<file path="src/rtl/adc_align_pkg.sv">
// Shared types and constants for the ADC word aligner.
//   chan_state_e : per-channel alignment FSM state
//   ERR_W        : width of the per-channel error counter
//   max_tries()  : number of failed compares before a channel gives up
package adc_align_pkg;

  typedef enum logic [1:0] {
    StIdle,
    StSearch,
    StVerify,
    StLocked
  } chan_state_e;

  localparam int unsigned ERR_W = 8;

  // Every offset is tried twice before the search is abandoned.
  function automatic int unsigned max_tries(input int unsigned width);
    return 2 * width;
  endfunction

endpackage

</file>
<file path="src/rtl/adc_align_chan.sv">
// One channel of the ADC word aligner: two-word history, barrel select, alignment FSM
// and optional error counter.
//   clk_i, rst_ni     : word clock, async active-low reset
//   align_i           : restart alignment
//   train_i           : training pattern present, enables compares
//   din_i             : raw deserialized word
//   dout_o            : word at the selected offset (registered)
//   offset_o          : current shift
//   locked_o, fail_o  : lock / search-exhausted flags
//   err_cnt_o         : saturating mismatch count while locked (ADC_ALIGN_ERRCNT_EN), else 0
module adc_align_chan
  import adc_align_pkg::*;
#(
  parameter int unsigned     WIDTH     = 12,
  parameter logic [WIDTH-1:0] TRAIN_PAT = 12'hFC0,
  parameter int unsigned     MATCH_CNT = 16,
  parameter int unsigned     SHW       = $clog2(WIDTH)
) (
  input  logic             clk_i,
  input  logic             rst_ni,
  input  logic             align_i,
  input  logic             train_i,
  input  logic [WIDTH-1:0] din_i,
  output logic [WIDTH-1:0] dout_o,
  output logic [SHW-1:0]   offset_o,
  output logic             locked_o,
  output logic             fail_o,
  output logic [ERR_W-1:0] err_cnt_o
);

  localparam int unsigned MaxTries = max_tries(WIDTH);
  localparam int unsigned TryW     = $clog2(MaxTries + 1);
  localparam int unsigned MatchW   = $clog2(MATCH_CNT + 1);

  chan_state_e         state_q;
  logic [WIDTH-1:0]    r0_q, r1_q, dout_q;
  logic [SHW-1:0]      offset_q;
  logic [TryW-1:0]     tries_q;
  logic [MatchW-1:0]   match_q;
  logic                locked_q, fail_q;

  logic [2*WIDTH-1:0]  window;
  logic [WIDTH-1:0]    cand;
  logic                hit;
  logic [SHW-1:0]      offset_inc;
  logic [TryW-1:0]     tries_inc;
  logic [MatchW-1:0]   match_inc;

  // Older word in the MSBs, so offset k pulls k bits from the previous word.
  assign window     = {r1_q, r0_q};
  assign cand       = window[offset_q +: WIDTH];
  assign hit        = (cand == TRAIN_PAT);
  assign offset_inc = (offset_q == SHW'(WIDTH - 1)) ? '0 : offset_q + 1'b1;
  assign tries_inc  = tries_q + 1'b1;
  assign match_inc  = match_q + 1'b1;

  always_ff @(posedge clk_i or negedge rst_ni) begin
    if (!rst_ni) begin
      state_q  <= StIdle;
      r0_q     <= '0;
      r1_q     <= '0;
      dout_q   <= '0;
      offset_q <= '0;
      tries_q  <= '0;
      match_q  <= '0;
      locked_q <= 1'b0;
      fail_q   <= 1'b0;
    end else begin
      r0_q   <= din_i;
      r1_q   <= r0_q;
      dout_q <= cand;
      if (align_i) begin
        state_q  <= StSearch;
        offset_q <= '0;
        tries_q  <= '0;
        match_q  <= '0;
        locked_q <= 1'b0;
        fail_q   <= 1'b0;
      end else begin
        case (state_q)
          StSearch: begin
            if (train_i) begin
              if (hit) begin
                match_q <= MatchW'(1);
                state_q <= StVerify;
              end else begin
                offset_q <= offset_inc;
                tries_q  <= tries_inc;
                if (tries_inc == TryW'(MaxTries)) begin
                  fail_q  <= 1'b1;
                  state_q <= StIdle;
                end
              end
            end
          end
          StVerify: begin
            if (train_i) begin
              if (hit) begin
                match_q <= match_inc;
                if (match_inc == MatchW'(MATCH_CNT)) begin
                  state_q  <= StLocked;
                  locked_q <= 1'b1;
                end
              end else begin
                match_q  <= '0;
                offset_q <= offset_inc;
                tries_q  <= tries_inc;
                if (tries_inc == TryW'(MaxTries)) begin
                  fail_q  <= 1'b1;
                  state_q <= StIdle;
                end else begin
                  state_q <= StSearch;
                end
              end
            end
          end
          StIdle, StLocked: ;
          default: state_q <= StIdle;
        endcase
      end
    end
  end

`ifdef ADC_ALIGN_ERRCNT_EN
  logic [ERR_W-1:0] err_q;

  always_ff @(posedge clk_i or negedge rst_ni) begin
    if (!rst_ni) begin
      err_q <= '0;
    end else if (align_i) begin
      err_q <= '0;
    end else if (state_q == StLocked && train_i && !hit && err_q != '1) begin
      err_q <= err_q + 1'b1;
    end
  end

  assign err_cnt_o = err_q;
`else
  assign err_cnt_o = '0;
`endif

  assign dout_o   = dout_q;
  assign offset_o = offset_q;
  assign locked_o = locked_q;
  assign fail_o   = fail_q;

endmodule

</file>
<file path="src/rtl/adc_word_aligner.sv">
// Multi-channel ADC word aligner. Finds each channel's word boundary against a training
// pattern via a soft barrel shift over two consecutive words, then holds lock.
// Optional per-channel error counter: define ADC_ALIGN_ERRCNT_EN.
//   FRAME_CLK, RST_N : word clock, async active-low reset
//   ALIGN, TRAIN     : restart pulse, training-pattern-present
//   DIN / DOUT       : raw / aligned words, channel c at [c*WIDTH +: WIDTH]
//   OFFSET           : per-channel shift, LOCKED / FAIL per channel
//   ALL_LOCKED       : registered AND of LOCKED; DVALID: registered all-locked and not TRAIN
//   ERR_CNT          : per-channel 8-bit error counter
module adc_word_aligner
  import adc_align_pkg::*;
#(
  parameter int unsigned      NCHAN     = 8,
  parameter int unsigned      WIDTH     = 12,
  parameter logic [WIDTH-1:0] TRAIN_PAT = 12'hFC0,
  parameter int unsigned      MATCH_CNT = 16,
  parameter int unsigned      SHW       = $clog2(WIDTH)
) (
  input  logic                   FRAME_CLK,
  input  logic                   RST_N,
  input  logic                   ALIGN,
  input  logic                   TRAIN,
  input  logic [NCHAN*WIDTH-1:0] DIN,
  output logic [NCHAN*WIDTH-1:0] DOUT,
  output logic                   DVALID,
  output logic [NCHAN*SHW-1:0]   OFFSET,
  output logic [NCHAN-1:0]       LOCKED,
  output logic                   ALL_LOCKED,
  output logic [NCHAN-1:0]       FAIL,
  output logic [NCHAN*ERR_W-1:0] ERR_CNT
);

  logic all_locked_q, dvalid_q;

  for (genvar c = 0; c < NCHAN; c++) begin : gen_chan
    adc_align_chan #(
      .WIDTH    (WIDTH),
      .TRAIN_PAT(TRAIN_PAT),
      .MATCH_CNT(MATCH_CNT),
      .SHW      (SHW)
    ) u_chan (
      .clk_i    (FRAME_CLK),
      .rst_ni   (RST_N),
      .align_i  (ALIGN),
      .train_i  (TRAIN),
      .din_i    (DIN[c*WIDTH +: WIDTH]),
      .dout_o   (DOUT[c*WIDTH +: WIDTH]),
      .offset_o (OFFSET[c*SHW +: SHW]),
      .locked_o (LOCKED[c]),
      .fail_o   (FAIL[c]),
      .err_cnt_o(ERR_CNT[c*ERR_W +: ERR_W])
    );
  end

  always_ff @(posedge FRAME_CLK or negedge RST_N) begin
    if (!RST_N) begin
      all_locked_q <= 1'b0;
      dvalid_q     <= 1'b0;
    end else begin
      all_locked_q <= &LOCKED;
      dvalid_q     <= (&LOCKED) & ~TRAIN;
    end
  end

  assign ALL_LOCKED = all_locked_q;
  assign DVALID     = dvalid_q;

endmodule

</file>
<file path="config.mk">
export PLATFORM = sky130hd
export DESIGN_NAME = adc_word_aligner
export DESIGN_NICKNAME = d
export VERILOG_FILES = /design/src/rtl/adc_align_pkg.sv /design/src/rtl/adc_align_chan.sv /design/src/rtl/adc_word_aligner.sv
export SDC_FILE = /design/constraint.sdc
export NUM_CORES = 1
export LEC_CHECK = 0
export ABC_AREA = 1
export CAP_MARGIN = 10
export CORE_MARGIN = 2
export CORE_UTILIZATION = 30
export CTS_CLUSTER_DIAMETER = 80
export CTS_CLUSTER_SIZE = 20
export DETAILED_ROUTE_END_ITERATION = 12
export GPL_TIMING_DRIVEN = 0
export PLACE_DENSITY = 0.53
export SYNTH_ARGS = -nofsm -noshare
export SYNTH_HDL_FRONTEND = slang
export SYNTH_SLANG_ARGS = --single-unit
</file>
<file path="constraint.sdc">
create_clock -name FRAME_CLK -period 5.5 [get_ports FRAME_CLK]
set_input_delay 1.1 -clock FRAME_CLK [delete_from_list [all_inputs] [get_ports FRAME_CLK]]
set_output_delay 1.1 -clock FRAME_CLK [all_outputs]
set_load 0.005 [all_outputs]
</file>
# Word-level counts from Yosys, hierarchy flattened
# Cells that the tools add are included.
[totals]
reg_bits = 434
output_inout_bits = 210
wordCells = 574
[classes]
add_sub_neg = 24
eq_ne = 96
shifts = 8
muxes = 272
bitwise_logic = 2
n_reduce_logical = 98
[ops]
columns = ["operator", "count"]
rows = [
  ["$mux W5", 72],
  ["$shiftx A24 B5 Y12", 8],
  ["$mux W4", 40],
  ["$mux W2", 56],
  ["$eq A12 B12 Y1 const B", 8],
  ["$reduce_and A4 Y1", 24],
  ["$mux W1", 88],
  ["$reduce_bool A2 Y1", 41],
  ["$add A5 B1 Y5 const B", 16],
  ["$eq A5 B5 Y1 const B", 16],
  ["$pmux W5 S2", 8],
  ["$ne A3 B3 Y1 const B", 16],
  ["$reduce_and A5 Y1", 8],
  ["$add A4 B1 Y4 const B", 8],
  ["$eq A4 B4 Y1 const B", 8],
  ["$ne A4 B2 Y1 const B", 8],
  ["$ne A4 B4 Y1 const B", 8],
  ["$pmux W2 S2", 8],
  ["$ne A3 B2 Y1 const B", 8],
  ["$reduce_and A3 Y1", 8],
  ["$reduce_bool A3 Y1", 8],
  ["$eq A2 B1 Y1 const B", 8],
  ["$eq A2 B2 Y1 const B", 8],
  ["$ne A2 B2 Y1 const B", 8],
  ["4 further kinds", 11],
]

# Longest topological paths before layout
# Gate-level depths: netlist of the first run.
[depth]
depth_word = 7
ltp_mapped = 18
depth_no_buf = 18

# By module
# A second synthesis of the first run with hierarchy kept.
[hier_totals]
cells_unflattened = 3213
hier_area_um2 = 25137.9
[by_module_without_submodules]
columns = ["module", "n_inst", "cells_each", "area_per_inst_um2", "seq_area_each_um2"]
rows = [
  ["adc_align_chan at gen_chan[0].u_chan ...", 5, 400, 3069.2, 1351.3],
  ["adc_align_chan at gen_chan[5].u_chan ...", 2, 399, 3239.4, 1351.3],
  ["adc_align_chan at gen_chan[7].u_chan", 1, 404, 3226.8, 1351.3],
  ["adc_word_aligner", 1, 11, 86.3, 50.0],
]

# Worst setup path after synthesis of the first run
# OpenSTA, ideal clock, no wires.
[synth_timing]
path_type = "input-to-reg"
from = "in ALIGN"
to = "reg gen_chan[5].u_chan.state_q[1]"
setup_ns = 0.116
arrival_time_ns = 2.282
t_required_ns = 5.384
setup_slack_ns = 3.101
path_stages = 7
path_buffers = 4
path_cell_list = "buf_2 -> buf_2 -> clkbuf_1 -> clkbuf_1 -> nor2_1 -> nand2_1 -> nand2_1"
[synth_between]
elab_chain_cells = 2
elab_cells_between_ends = 7
classes_between = "eq/ne (4); mux (1); reduce/logical (2)"
[synth_lines]
columns = ["element", "line", "source"]
rows = [
  ["start: declaration", "adc_word_aligner.sv:21", "input logic ALIGN,"],
  ["$ne A4 B4 Y1 (no source line), or another cell as far along", "--", ""],
  ["$reduce_and A5 Y1 (no source line)", "--", ""],
  ["end signal: assignment", "adc_align_chan.sv:59", "state_q <= StIdle;"],
  ["end signal: assignment", "adc_align_chan.sv:73", "state_q <= StSearch;"],
  ["end signal: assignment", "adc_align_chan.sv:85", "state_q <= StVerify;"],
  ["end: declaration", "adc_align_chan.sv:35", "chan_state_e state_q;"],
]
# Parallel ways exist; a longest one is shown, timed or not.
# A chain may end at the register's enable or synchronous reset.

# Worst setup path after layout of the first run
# Same ends and word-level chain as after synthesis.

==> results of run 1 <==
==> kinds of logic (layout without fill, tap and decap cells) <==
family	count (synthesis)	in the layout	synth area share
buffers and inverters	462	782	0.1012
XOR/XNOR	48	48	0.01685
AO/OA/AOI/OAI	166	166	0.04209
other	1	65	0.0001503
flip-flops	434	434	0.4354
adder cells (fa/ha/maj)	42	42	0.02107
AND/OR/NAND/NOR	2103	2103	0.3833
==> through the flow <==
| step | TNS, ps | hold WS, ps | setup slack, ps | std cells | utilization |
|---|---|---|---|---|---|
| CTS | 0 | 393.2 | 1692 | 4709 | 0.3700 |
| floorplan | 0 | 354.0 | 3101 | 3319 | - |
| global route | 0 | 398.6 | 1631 | 4710 | 0.3700 |
| detailed placement | 0 | 364.8 | 1049 | 4637 | 0.3533 |
| global placement | -7323180 | 361.5 | -16970 | 4634 | 0.3523 |
| finish | 0 | 388.3 | 1763 | 4710 | 0.3700 |
==> power by group <==
group          switching, uW  total, uW  internal (uW)
combinational           3260       5370           2110
clock                   1510       2990           1480
sequential               359       4140           3790
==> flip-flops by register name, indices dropped and copies added, names as in the netlist <==
signal                    count
gen_chan.u_chan.fail_o        8
gen_chan.u_chan.offset_o     32
gen_chan.u_chan.r0_q         96
gen_chan.u_chan.match_q      40
gen_chan.u_chan.locked_o      8
gen_chan.u_chan.tries_q      40
DVALID                        1
gen_chan.u_chan.r1_q         96
gen_chan.u_chan.state_q      16
ALL_LOCKED                    1
gen_chan.u_chan.dout_o       96
==> layout make-up <==
| cell class | instances | area, um^2 |
|---|---|---|
| Clock buffer | 41 | 1005 |
| Timing Repair Buffer | 248 | 2540 |
| Inverter | 245 | 954.7 |
| Multi-Input combinational cell | 2423 | 11800 |
| Sequential cell | 434 | 10860 |
| Antenna cell | 1 | 2.502 |
| Buffer | 217 | 1569 |
| Clock inverter | 31 | 362.8 |
| Fill cell | 8664 | 51810 |
| Tap cell | 1070 | 1339 |
==> worst max-delay path by stage <==
stage | start | to | slack, ps | cells after the start
finish | ALIGN | gen_chan[5].u_chan.state_q[1]$_DFFE_PN0P_ | 1760 | 8
global route | ALIGN | gen_chan[5].u_chan.state_q[1]$_DFFE_PN0P_ | 1630 | 8
CTS | ALIGN | gen_chan[5].u_chan.state_q[1]$_DFFE_PN0P_ | 1690 | 8
detailed placement | ALIGN | gen_chan[5].u_chan.state_q[1]$_DFFE_PN0P_ | 1050 | 8
global placement | RST_N | gen_chan[2].u_chan.dout_o[10]$_DFF_PN0_ | -16970 | 1
floorplan | ALIGN | gen_chan[5].u_chan.state_q[1]$_DFFE_PN0P_ | 3100 | 7
==> cell usage after synthesis, drive strengths merged (6+ instances only) <==
master and number:
a21oi 48, buf 209, clkbuf 8, dfrtp 434
ha 42, inv 242, nand2 1010, nand3 826
nand4 39, nor2 192, nor3 23, o211ai 13
o21ai 91, o31ai 6, xnor2 17, xor2 31
==> worst reg2reg max path, stage by stage, from the launching register on <==
cell     delay, ps
dfrtp_1        440
buf_4          190
inv_2           80
buf_2          260
nand3_1        140
nand3_1         90
nand2_1         60
a21oi_1        260
nand2_1        140
nor2_4         190
nand3_4        190
nand2_2        150
nand2_2        140
nand3_1        110
o21ai_1         90
==> layout by cell type (no fill, tap or decap), drive strengths merged, types with 6 or more instances in the layout <==
master / n
nand2: 1010
nand3: 826
dfrtp: 434
inv: 259
clkdlybuf4s50: 244
buf: 213
nor2: 192
o21ai: 91
conb: 64
clkbuf: 49
a21oi: 48
ha: 42
nand4: 39
xor2: 31
nor3: 23
xnor2: 17
o211ai: 13
clkinv: 12
o31ai: 6
==> metal layers <==
| metal | global-route usage | share of wire | vias to the layer above |
|---|---|---|---|
| li1 | - | - | 11240 |
| met1 | 0.2505 | 0.45 | 10630 |
| met2 | 0.2965 | 0.47 | 698 |
| met3 | 0.02481 | 0.057 | 94 |
| met4 | 0.04853 | 0.025 | 0 |
| met5 | 0 | 0 | - |
==> results_dict.tcl, run 1 <==
set metrics [dict create \
    status "completed" \
    max_slew_margin 0.1630 \
    leakagePower_uw 0.01451 \
    wl_um 78170 \
    async_reset_ff_frac 1.000 \
    ys_ff_latch 434 \
    die_x_um 292.4 \
    drtPass1Iterations 5 \
    r2r_slack_ps 2850 \
    overflow 0 \
    h-tree-depth 2 \
    cts_setup_buffers 0 \
    cts_inserted_buffers 40 \
    crit_slowest_cell "clkbuf_1" \
    total_power_uw 12510 \
    whs_path_depth 0 \
    clockBufferDepth 3 \
    min_from "gen_chan[3].u_chan.r0_q[0]$_DFF_PN0_" \
    seq_area_frac_synth 0.4354 \
    port_buffers 245 \
    drive_gt1_frac 0.1237 \
    synth_cell_type_count 49 \
    grt_max_degree 118 \
    crit_chain "clkdlybuf4s50_1, buf_2, buf_2, clkbuf_1, clkbuf_1, nor2_1, nand2_1, nand2_1" \
    cp-end-kind "register" \
    coreArea_um2 82240 \
    std_cell_rows 105 \
    drv_slew 0 \
    postSynthCellCount 3256 \
    syn_area_um2 24940 \
    power_density_nw_per_um2 411.0 \
    synth-edff-count 0 \
    first_global_vias 21600 \
    drv_cap 0 \
    pin_count 310 \
    cts.hold.buffers_added 0 \
    holdCritPathClass "register to register" \
    critPathMaxStageDelay_ps 750 \
    gp_congestion 0.9278 \
    hold_end "gen_chan[3].u_chan.r1_q[0]$_DFF_PN0_" \
    reg2reg_to "gen_chan[5].u_chan.tries_q[3]$_DFFE_PN0P_" \
    areaGrowthSynthToFinish_pct 21.99 \
    via_count 22660 \
    clk_pin_slew_ps 80 \
    rr_startpoint "gen_chan[5].u_chan.offset_o[1]$_DFFE_PN0P_" \
    critical_path_class "input port to register" \
    peakVddDrop_uv 214.8 \
    yosysWarnings 0 \
    drt_iter0_markers 1857 \
    cts_resized 0 \
    cts-root-buf "clkbuf_16" \
    synth_largest_area_cell "dfrtp_1" \
    drc 0 \
    worstPathRequired_ps 5980 \
    max_slew.worst_pin.slew_ps 1255 \
    wire_per_inst_um 16.60 \
    grt_usage 0.1810 \
    setup_viol 0 \
    cp-start-kind "input port" \
    antenna_found_initial 1 \
    skew_ps 23.20 \
    grt_first_pass_wirelength_um 123500 \
    yosys_most_used_dff "dfrtp_1" \
    cts.sinks 434 \
    dpl.hpwl_um 58130 \
    r2r_cells 14 \
    critPathBufInv 5 \
    synth.area.top_cells "dfrtp_1, nand3_1, nand2_1" \
    cp.arrival_ps 4210 \
    rsz0062_at_grt "no" \
    cts_tree "built" \
    crit_family "buffers and inverters" \
    syn_area_per_cell_um2 7.661 \
    synth_top_area_frac 0.4354 \
    die_height_um 292.4 \
    clk-insertion-delay-late_ps 590 \
    finalHoldViolCount 0 \
    die_area_um2 85470 \
    place_area_um2 29060 \
    ant_nets 0 \
    nNetsFinal 3751 \
    fin_area_um2 30430 \
    fin_crit_sh 0.6794 \
    fmax_mhz 267.6 \
    fin_crit_ps 3737 \
    vias_per_cell 4.810 \
    start_util 0.3033 \
    path_max_fanout 10 \
]
Note: power is estimated with default switching activity, not from simulation.
==> run 2: changes to the inputs <==
==> constraint.sdc (replaced) <==
create_clock -name FRAME_CLK -period 3.8 [get_ports FRAME_CLK]
set_input_delay 0.76 -clock FRAME_CLK [delete_from_list [all_inputs] [get_ports FRAME_CLK]]
set_output_delay 0.76 -clock FRAME_CLK [all_outputs]
set_load 0.005 [all_outputs]
==> results of run 2 <==
The final DEF is identical to that of run 1. Status: completed.
Among the figures that moved: setup slack after placement 1049 ps -> -311.3 ps; setup slack after layout 1763 ps -> 403.0 ps; hold slack 388.3 ps -> 214.6 ps; register-to-register setup slack 2850 ps -> 1150 ps; total power 12510 uW -> 18100 uW; worst IR drop on VDD 214.8 uV -> 310.9 uV
==> run 3: changes to the inputs <==
--- a/config.mk
+++ b/config.mk
@@ -17,3 +17,4 @@
 export SYNTH_ARGS = -nofsm -noshare
 export SYNTH_HDL_FRONTEND = slang
 export SYNTH_SLANG_ARGS = --single-unit
+export TNS_END_PERCENT = 20
==> results of run 3 <==
The final DEF is identical to that of run 1. Status: completed.
Among the figures that moved: setup slack after placement 1049 ps -> -311.3 ps; setup slack after layout 1763 ps -> 403.0 ps; hold slack 388.3 ps -> 214.6 ps; register-to-register setup slack 2850 ps -> 1150 ps; total power 12510 uW -> 18100 uW; worst IR drop on VDD 214.8 uV -> 310.9 uV
